[src/rtl/dff_pipe.sv]
// dff_pipe: elastic register pipeline of DEPTH stages carrying a BIT_WIDTH word.
// Each stage holds a word and a valid bit. Words advance on valid/ready
// handshakes and empty stages always accept, so bubbles collapse toward the
// output while the output is stalled.
// A synchronous flush discards everything, and a registered occupancy count
// tracks how many stages are valid.
// Optional build macro DFF_PIPE_STALL_CNT_EN adds stall_cnt_out, a saturating
// 16-bit count of the edges at which the output is valid but not taken.
module dff_pipe #(
   parameter int BIT_WIDTH = 64,
   parameter int DEPTH     = 4,
   parameter int CNT_W     = $clog2(DEPTH + 1)
) (
   input  logic                 clk,
   input  logic                 rst_n_in,
   input  logic [BIT_WIDTH-1:0] d_in,
   input  logic                 valid_in,
   output logic                 ready_out,
   output logic [BIT_WIDTH-1:0] q_output,
   output logic                 valid_out,
   input  logic                 ready_in,
   input  logic                 flush_in,
   output logic [CNT_W-1:0]     occupancy_out
`ifdef DFF_PIPE_STALL_CNT_EN
   ,
   output logic [15:0]          stall_cnt_out
`endif
);

   // Stage state gathered into vectors. Bits are driven from the per-stage
   // generate blocks below.
   wire [DEPTH-1:0]     vld_s;
   wire [DEPTH-1:0]     load_s;
   wire [BIT_WIDTH-1:0] data_s [DEPTH];

   logic                in_xfer_s;
   logic                out_xfer_s;
   logic [CNT_W-1:0]    occ_q;
   logic [CNT_W-1:0]    occ_d;

   // A stage may load when it, or any stage downstream of it, is empty.
   // Ready_in also lets the whole chain shift. This is the bubble-collapsing
   // advance chain, written as a reduction so that no bit depends on another
   // bit of the same vector.
   for (genvar g = 0; g < DEPTH; g++) begin : g_stage
      logic                 vld_q;
      logic                 vld_d;
      logic [BIT_WIDTH-1:0] data_q;
      logic [BIT_WIDTH-1:0] data_d;
      logic                 src_vld_s;
      logic [BIT_WIDTH-1:0] src_data_s;

      assign load_s[g] = ready_in || !(&vld_s[DEPTH-1:g]);

      if (g == 0) begin : g_src_in
         assign src_vld_s  = valid_in;
         assign src_data_s = d_in;
      end else begin : g_src_prev
         assign src_vld_s  = vld_s[g-1];
         assign src_data_s = data_s[g-1];
      end

      // Next-state for this stage: flush clears, load copies the source, otherwise hold.
      always_comb begin
         vld_d  = vld_q;
         data_d = data_q;
         if (flush_in) begin
            vld_d = 1'b0;
         end else if (load_s[g]) begin
            vld_d = src_vld_s;
            // Only valid words are copied, so q_output stays 0 after reset
            // until the first real word arrives.
            if (src_vld_s) begin
               data_d = src_data_s;
            end else begin
               data_d = data_q;
            end
         end else begin
            vld_d = vld_q;
         end
      end

      // Stage register with asynchronous clear of both valid and data.
      always_ff @(posedge clk or negedge rst_n_in) begin
         if (!rst_n_in) begin
            vld_q  <= 1'b0;
            data_q <= '0;
         end else begin
            vld_q  <= vld_d;
            data_q <= data_d;
         end
      end

      assign vld_s[g]  = vld_q;
      assign data_s[g] = data_q;
   end

   assign ready_out  = load_s[0] && !flush_in;
   assign in_xfer_s  = valid_in && ready_out;
   assign out_xfer_s = vld_s[DEPTH-1] && ready_in;

   // Occupancy next value: flush empties, otherwise it tracks accepted minus emitted words.
   always_comb begin
      if (flush_in) begin
         occ_d = '0;
      end else begin
         occ_d = occ_q + CNT_W'(in_xfer_s) - CNT_W'(out_xfer_s);
      end
   end

   // Occupancy register.
   always_ff @(posedge clk or negedge rst_n_in) begin
      if (!rst_n_in) begin
         occ_q <= '0;
      end else begin
         occ_q <= occ_d;
      end
   end

   assign q_output      = data_s[DEPTH-1];
   assign valid_out     = vld_s[DEPTH-1];
   assign occupancy_out = occ_q;

`ifdef DFF_PIPE_STALL_CNT_EN
   logic [15:0] stall_cnt_q;
   logic [15:0] stall_cnt_d;

   function automatic logic [15:0] sat_inc16(input logic [15:0] v);
      if (v == 16'hFFFF) begin
         return v;
      end else begin
         return v + 16'd1;
      end
   endfunction

   // Stall counter next value: cleared by flush, bumped when the output waits on downstream.
   always_comb begin
      if (flush_in) begin
         stall_cnt_d = 16'd0;
      end else if (vld_s[DEPTH-1] && !ready_in) begin
         stall_cnt_d = sat_inc16(stall_cnt_q);
      end else begin
         stall_cnt_d = stall_cnt_q;
      end
   end

   // Stall counter register.
   always_ff @(posedge clk or negedge rst_n_in) begin
      if (!rst_n_in) begin
         stall_cnt_q <= 16'd0;
      end else begin
         stall_cnt_q <= stall_cnt_d;
      end
   end

   assign stall_cnt_out = stall_cnt_q;
`endif

endmodule

[config.mk]
export PLATFORM = sky130hd
export DESIGN_NAME = dff_pipe
export DESIGN_NICKNAME = d
export VERILOG_FILES = /design/src/rtl/dff_pipe.sv
export SDC_FILE = /design/constraint.sdc
export NUM_CORES = 1
export LEC_CHECK = 0
export CORE_MARGIN = 2
export CORE_UTILIZATION = 49
export DETAILED_ROUTE_END_ITERATION = 10
export GPL_TIMING_DRIVEN = 0
export PLACE_DENSITY = 0.74
export REMOVE_ABC_BUFFERS = 1
export SYNTH_ARGS = -nofsm -noshare
export SYNTH_HDL_FRONTEND = slang
export SYNTH_SLANG_ARGS = --single-unit
[constraint.sdc]
create_clock -name clk -period 2.41 [get_ports clk]
set_input_delay 0.241 -clock clk [delete_from_list [all_inputs] [get_ports clk]]
set_output_delay 0.241 -clock clk [all_outputs]
set_load 0.03 [all_outputs]
==> results.md, run 1 <==
- Status: complete, no violations
- GRT Util Overall: 0.176
- Worst-path clk slew: approximately 60 ps
- Final TNS setup: 0 ps
- Hold endpoint: g_stage[0].data_q[63]
- FP Rows: 52
- Clk_lat worst skew: 520 ps
- Syn Inst Count: 577
- RSZ-0062 raised after global routing: false
- Antenna viol nets, final: 0
- Switching portion of total power: 0.277
- Cell Count Post-Placement: 965
- DIE HEIGHT: 149 um
- Worst Hold Class: in2reg
- Htree depth: 1
- Max_cap viols: 0
- Multi-input logic area: 3330 sq um
- CTS tree: yes
- Place WS: -708 ps
- Crit. End Element: primary output
- Beginning of the worst hold path: d_in[63]
- Synth unique cells: 23
- Via density: 5.07
- Final hold vios: 0
- Overflow after GRT: 0
- Syn. warnings: 0
- Fill count: between 1000 and 1500
- Cell Pwr Density: around 1100 nW/um^2
- Vias in the first global route: slightly below 6000
- DR iter-0 viols: 177
- Share of post-route cells with drive strength above 1: 0.383
- Worst Path Arrival: 2090 ps
- N_diodes: 0
- Chip width: 149 um
- Reg-to-reg startpoint: g_stage[2].vld_q
- Worst setup slack after layout: 77.5 ps
- Finished Layout Cells: 1022
- Number of buffers created by CTS: 28
- Core area: 20400 sq um
- Gate power share: 0.250
- Startpoint types: flop
- Gpl congestion: roughly 0.7
- Nets: between 800 and 900
- Final WL: 18800 um
- Clk sinks: 263
- Hold Path Cell Cnt: 2
- Sequential fraction of the synthesis area: 0.641
- Top cells by area, synth: dfrtp_1 64%, mux2_2 18%, mux2_4 8.8%
- Hold WS: 316 ps
- Final Critical Period: 2330 ps
- Final Cycle Share: 0.968
- Leakage dissipation: 5.81 nW
- FF-to-FF path depth: 10
- Largest net degree at the start of global routing: 134
- R2r setup slk: 150 ps
- Cell taking the most area after synthesis: dfrtp_1
- Seq. cell area: about 6600 sq um
- Top cell type's share of synthesized area: 0.641
- Final Slew Violations: 0
- Commonest cells after routing, fill and taps aside: 263 x dfrtp_1, 163 x mux2_2, 136 x clkdlybuf4s50_1
- Fmax: 429 MHz
- Commonest non-fill, non-tap cell in the layout: dfrtp_1
- Synth Register Bits: roughly 260
- Number of synthesized flops with an enable pin: 0
- Setup Viol. Count Final: 0
- PortBufs: 137
- Fin Clk Skew: roughly 6.5 ps
- Area growth syn-to-layout: 24.9%
- Synth Flop Type: dfrtp_1
- Synth Cell Area: 10300 sq um
- RR Endpoint: occupancy_out[2]
- Worst slew pin tran: 962 ps
- Fin area: approximately 13000 sq um
- P_sw: 3.91 mW
- CTS max path bufs: 3
- Synthesized area per cell: 17.8 sq um
- Share of power burned in registers: 0.456
- Power, Total: about 14 mW
- Io pins: approximately 140
- Initial Utilization: 0.503
- Ys async rst share: 1.00
- Final HPWL DP: roughly 12000 um
- DRT Pass-1 Iters: 4
- Die area: 22100 sq um
- Crit-path max FO: 5
- Via count: 5186
- Critical path type: reg2out
- Clock power frac: 0.294
- Data required, critical path: 2170 ps
- DP Area: 11900 sq um
- WL/cell: 18.4 um
- Pint: 10.2 mW
- Peak VDD IR: 0.000770 V
- First-pass GRT wire length: just over 30000 um
- Slew HR: 0.359
- Drt drc: 0
- Clk root buf: clkbuf_16
- End-of-flow core utilization: 0.627
- Initial antenna violation count: 0
[registers in the layout (all words and copies together), names as in the netlist]
signal and count:
valid_out 1, q_output 64, g_stage.data_q 192, g_stage.vld_q 3, occupancy_out 3
[power by group through the flow]
stage / Sequential, mW / Clock, mW / Combinational [mW]
final: 6.44 / 4.15 / 3.53
after global routing: 6.60 / 4.47 / 3.75
after CTS: 6.45 / 4.25 / 3.58
after detailed placement: 6.51 / 0 / 3.55
after global placement: 6.41 / 0 / 3.43
after floorplan: 7.11 / 0 / 1.44
[how the worst max path moves through the flow]
stage	startpoint	to	cells after the start	slack, ps
floorplan	valid_out	g_stage[1].data_q[0]	3	-1470
global placement	rst_n_in	g_stage[0].data_q[63]	1	-9180
detailed placement	flush_in	occupancy_out[2]	11	-710
CTS	g_stage[2].vld_q	g_stage[1].data_q[50]	5	20
global route	g_stage[2].vld_q	ready_out	3	7
finish	g_stage[2].vld_q	ready_out	3	80
[area by class of cell]
type / count / area share
Clock buffer: 44 / 0.0657
Clock inverter: 8 / 0.00537
Inverter: 4 / 0.00117
Multi-Input combinational cell: 281 / 0.260
Sequential cell: 263 / 0.513
Tap cell: 270 / 0.0264
Timing Repair Buffer: 152 / 0.128
[critical path, stage by stage (launching register included)]
cell and delay, ps:
dfrtp_1 420, and4b_4 260, a21oi_1 180, clkdlybuf4s50_1 700
[Yosys cell counts (2+ instances only)]
cell type / count
ha_1: 2
a21oi_1: 3
inv_1: 4
dfrtp_1: 263
buf_12: 6
mux2_1: 33
mux2_4: 60
buf_6: 21
mux2_2: 163
buf_2: 2
nor2_1: 8
[timing repair]
item	4_1_cts	5_1_grt
pin swaps	1	1
endpoints found under the setup margin	2	3
hold endpoints to repair	130	0
buffers inserted	1	3
resized for setup	0	0
hold buffers	1	0
[cells by family after synthesis]
group                      count (synthesis)  synth area share
muxes                                    256             0.303
xor gates and xnor gates                   2           0.00171
AOI/OAI and AO/OA                          5           0.00329
buffers and inverters                     33            0.0372
adders and majority gates                  3           0.00439
and+or+nand+nor                           15           0.00963
DFF                                      263             0.641
[per-layer routing]
layer,track usage,vias up,wire (um)
met5,0,-,0
met4,0.0462,0,376
met3,0.0352,28,823
met2,0.301,113,9360
met1,0.232,2720,8200
li1,-,2325,-
No activity file was read; power rests on OpenSTA's default activity.
==> run 2, diff against run 1 <==
CELL_PAD_IN_SITES_DETAIL_PLACEMENT = 2   (was default)
CELL_PAD_IN_SITES_GLOBAL_PLACEMENT = 2   (was default)
CORE_UTILIZATION = 36   (was 49)
==> run 2 against run 1 <==
Clock skew up 7.8 ps. Final cell count is 11% higher. Core utilization decreased by 16 points. Combinational power increased by 1%. Flip-flop and latch count unchanged.
==> results.md, run 2 (synthesis gave the netlist of run 1 again) <==
- GRT Util Overall: 0.157
- Startpoint types: flop
- R2r setup slk: approximately 95 ps
- DIE HEIGHT: 173 um
- Fmax: roughly 430 MHz
- CTS max path bufs: 3
- Hold WS: roughly 130 ps
- Overflow after GRT: 0
- Max_cap viols: 0
- Power, Total: 14.6 mW
- WL/cell: 20.0 um
- Worst slew pin tran: 664 ps
- Vias in the first global route: 6409
- Worst Hold Class: in2async
- Chip width: 173 um
- Initial Utilization: 0.368
- Crit-path max FO: 5
- Final Cycle Share: 0.960
- N_diodes: 0
- Die area: 29900 sq um
- Final WL: 22800 um
- Slew HR: 0.557
- Number of buffers created by CTS: 31
- Gpl congestion: 0.681
- Final Critical Period: 2310 ps
- Clk sinks: 263
- GR Layer Usage met2: 0.276
- DRT Pass-1 Iters: 4
- CTS tree: yes
- Peak VDD IR: 0.000568 V
- Most flop-heavy register: g_stage.data_q
- Io pins: 138
- End-of-flow core utilization: 0.469
- DP Area: roughly 12000 sq um
- Share of post-route cells with drive strength above 1: 0.391
- Finished Layout Cells: 1138
- Fin area: 13100 sq um
- Worst-path clk slew: about 60 ps
- Clk root buf: clkbuf_16
- FP Rows: 61
- Nets: 809
- Via count: 5304
- Fill count: 2590
- Commonest cells after routing, fill and taps aside: 263 x dfrtp_1, 163 x mux2_2, 135 x clkdlybuf4s50_1
- Htree depth: 1
- Initial antenna violation count: 0
- Cell Count Post-Placement: 1077
- PortBufs: 137
- DR iter-0 viols: 177
- Cell Pwr Density: 1120 nW/um^2
- Fin Clk Skew: 14.4 ps
- Clk_lat worst skew: 550 ps
- Drt drc: 0
- Grt peak-use layer: met2
- Area growth syn-to-layout: 27.6%
- Largest net degree at the start of global routing: 130
- Largest register FFs: 192
- Critical path type: reg2reg
- Grt met1 use: 0.198
- Setup Viol. Count Final: 0
- Final hold vios: 0
- Worst setup slack after layout: 95.3 ps
- Worst Path Arrival: 2710 ps
- Status: complete, no violations
- Grt met3 use: 0.0341
- Final HPWL DP: ~15000 um
- Antenna viol nets, final: 0
- Leakage dissipation: 5.89 nW
- Final TNS setup: 0 ps
- Data required, critical path: between 2000 and 3000 ps
- Place WS: -1060 ps
- First-pass GRT wire length: 37500 um
- Crit. End Element: flop
- Via density: 4.66
- Final Slew Violations: 0
- Core area: approximately 28000 sq um
- Commonest non-fill, non-tap cell in the layout: dfrtp_1
run 2: cell count changes in the layout (fill, tap and decap cells not counted):
cell             previous run  this run
buf_12                      2         5
bufinv_16                   1         2
inv_6                       0         2
clkdlybuf4s50_1           136       135
buf_4                       3         4
clkbuf_8                    6         7
buf_8                       5         7
clkinv_4                    1         0
buf_16                      5         3
clkbuf_16                  29        31
clkinvlp_4                  0         1
clkbuf_1                    9         8
dlymetal6s2s_1              0         1
clkinv_2                    6         5
run 2: routing by layer:
layer  wire, um  share of wire  up-vias
met5          0              0        -
met4        418          0.018        0
met3        999          0.044       32
met2      11700           0.52      107
met1       9640           0.42     2832
li1           -              -     2333
run 2: area by class of cell:
class | count | area [sq um] | share of cell area
repair buffers | 156 | 1690 | 0.129
well taps | 378 | 473 | 0.0361
flip-flops and latches | 263 | 6580 | 0.502
clock buffers | 46 | 902 | 0.0689
inverters | 4 | 15.0 | 0.00115
multi-input cells | 281 | 3330 | 0.254
clock inverters | 10 | 110 | 0.00840
run 2: worst paths after layout:
| path | endpoint | start | cells after the start |
|---|---|---|---|
| max in group asynchronous | g_stage[0].data_q[60] | rst_n_in | 3 |
| worst max-delay path | occupancy_out[2] | g_stage[2].vld_q | 11 |
| min in group clk | g_stage[0].vld_q | flush_in | 2 |
| worst min-delay path | q_output[43] | rst_n_in | 2 |
| worst max register to register | occupancy_out[2] | g_stage[2].vld_q | 11 |
| worst min register to register | g_stage[1].data_q[7] | g_stage[1].data_q[7] | 1 |
run 2: power by group:
| group | internal [mW] | switching, mW | leakage, nW |
|---|---|---|---|
| combinational | 1.98 | 1.60 | 2.17 |
| sequential | 5.74 | 0.747 | 3.22 |
| clock | 2.79 | 1.78 | 0.499 |
run 2: critical path, cell delays in order (launching register included):
cell     delay, ps
dfrtp_1        410
and4b_4        250
a21oi_4        210
buf_16         130
inv_1           40
ha_1           270
inv_1           60
ha_1           140
inv_1           50
fa_1           380
xnor2_1        170
nor2_1          70
run 2: repair_timing:
| action | CTS | global route |
|---|---|---|
| endpoints found under the setup margin | 3 | 2 |
| resized for setup | 0 | 1 |
| hold endpoints to repair | 263 | 0 |
| buffers inserted | 2 | 2 |
| pin swaps | 1 | 2 |
| cloned | 0 | 0 |
| hold buffers | 1 | 0 |
==> run 3, diff against run 2 <==
CORE_UTILIZATION = 42   (was 36)
DONT_BUFFER_PORTS = 1   (was default)
==> run 3 against run 2 <==
The run now ends with negative hold slack, negative setup slack left. Critical path type unchanged. Flip-flop and latch count unchanged. Non-clock buffer count fell by 73. Register-to-register slack worse by 140 ps. Hold slack worse by 730 ps. Combinational power decreased by 50%. Maximum frequency down 5.6%. Die area shrank 14%. Final cell count shrank 11%. Largest power group unchanged. Via count decreased by 3.5%. Wire length up 0.25%.
==> results.md, run 3 (synthesis gave the netlist of run 1 again) <==
- Number of buffers created by CTS: 28
- Worst Path Arrival: 2850 ps
- Startpoint types: flop
- FP Rows: 57
- DR iter-0 viols: 217
- Clk_lat worst skew: 540 ps
- Worst path slowest cell: dfrtp_2
- Nets: 734
- Data required, critical path: 2810 ps
- Final Critical Period: 2450 ps
- Final hold vios: 263
- Htree depth: 1
- Violated checks: negative hold slack, negative setup slack
- Die area: approximately 26000 sq um
- Clk sinks: 263
- DIE HEIGHT: about 160 um
- Crit. End Element: flop
- Fin Clk Skew: 8.38 ps
- Max_cap viols: 0
- CP dominant cell by count: inv_1
- Final HPWL DP: 12700 um
- Largest net degree at the start of global routing: 264
- Share of post-route cells with drive strength above 1: 0.430
- Worst setup slack after layout: -41.0 ps
- Cell Chain, Critical Path: and4b_4 > a21oi_4 > buf_16 > inv_1 > ha_1 > inv_1 > ha_1 > inv_1 > fa_2 > xnor2_2 > nor2_2
- CTS tree: yes
- Most flop-heavy register: g_stage.data_q
- GRT Util Overall: 0.180
- Final Slew Violations: 0
- End-of-flow core utilization: 0.504
- Initial Utilization: 0.425
- Final WL: approximately 23000 um
- Worst-path clk slew: roughly 60 ps
- Fmax: 408 MHz
- Delay-heaviest family, CP: adder cells
- Area growth syn-to-layout: 18.7%
- Worst Hold Class: in2async
- PortBufs: 0
- Cell Count Post-Placement: 882
- Finished Layout Cells: 1009
- Hold WS: -602 ps
- Gpl congestion: 0.709
- Cell Pwr Density: 1100 nW/um^2
- Final TNS setup: -41.0 ps
- Crit-path max FO: 4
- First-pass GRT wire length: 36400 um
- Crit path buffers/inverters: 4
- Overflow after GRT: 0
- Largest register FFs: 192
- Final Cycle Share: 1.02
- Power, Total: 13.4 mW
- Via count: roughly 5100
- Initial antenna violation count: 1
- Worst slew pin tran: 830 ps
- CP peak stage delay: 500 ps
- RSZ-0062 raised after global routing: true
- Io pins: approximately 140
- Drt drc: 0
- CTS max path bufs: 3
- Commonest cells after routing, fill and taps aside: 262 x dfrtp_1, 163 x mux2_2, 67 x dlygate4sd3_1
- Critical path type: reg2reg
- Clk root buf: clkbuf_16
- DRT Pass-1 Iters: 4
- Vias in the first global route: 6055
- Via density: approximately 5.1
- Antenna viol nets, final: 0
- Leakage dissipation: 5.55 nW
- Slew HR: 0.447
- Core area: approximately 24000 sq um
- WL/cell: approximately 23 um
- Post-CTS Hold Fix Bufs: 67
- Peak VDD IR: 0.000662 V
- Chip width: ~160 um
- Setup Viol. Count Final: 1
- Status: complete, but fails checks
- Commonest non-fill, non-tap cell in the layout: dfrtp_1
## run 3: final timing paths
path,startpoint,end,cells past startpoint,slack [ps]
setup / recovery,valid_out,occupancy_out[2],11,-40
hold / removal,rst_n_in,g_stage[0].data_q[30],0,-600
setup reg to reg,valid_out,occupancy_out[2],11,-40
hold reg to reg,g_stage[1].data_q[41],g_stage[1].data_q[41],1,480
max in group asynchronous,rst_n_in,valid_out,0,2390
min in group clk,flush_in,g_stage[1].data_q[8],3,120
## run 3: power breakdown
group	internal (mW)	switching [mW]	leakage (nW)	total, mW
combinational	1.29	0.499	1.90	1.79
sequential	5.72	1.71	3.22	7.43
clock	2.42	1.73	0.434	4.15
## run 3: cell type report
type	count	area, sq um
fillers	2139	12000
flip-flops and latches	263	6580
multi-input cells	282	3350
repair buffers	83	933
clock buffers	45	856
well taps	324	405
clock inverters	7	42.5
inverters	4	15.0
diodes	1	2.50
## run 3: timing repair
| action | in CTS | in global routing |
|---|---|---|
| setup endpoints to repair | 37 | 18 |
| pin swaps | 1 | 5 |
| resized for setup | 1 | 3 |
| setup buffers | 2 | 4 |
| hold endpoints to repair | 334 | 263 |
| cloned | 0 | 1 |
## run 3: per-layer routing
layer	track usage	routed length, um	up-vias
met3	0.0496	1360	43
met4	0.0385	552	0
li1	-	-	2185
met5	0	0	-
met1	0.227	9300	2762
met2	0.314	11600	126
## run 3: through the flow
step                      area (sq um)  setup slack (ps)
after floorplan                   9900             -1470
after global placement           10300             -3800
final                            12200             -41.0
after global routing             12200              -140
after detailed placement         10500              -478
after CTS                        12100              2.72
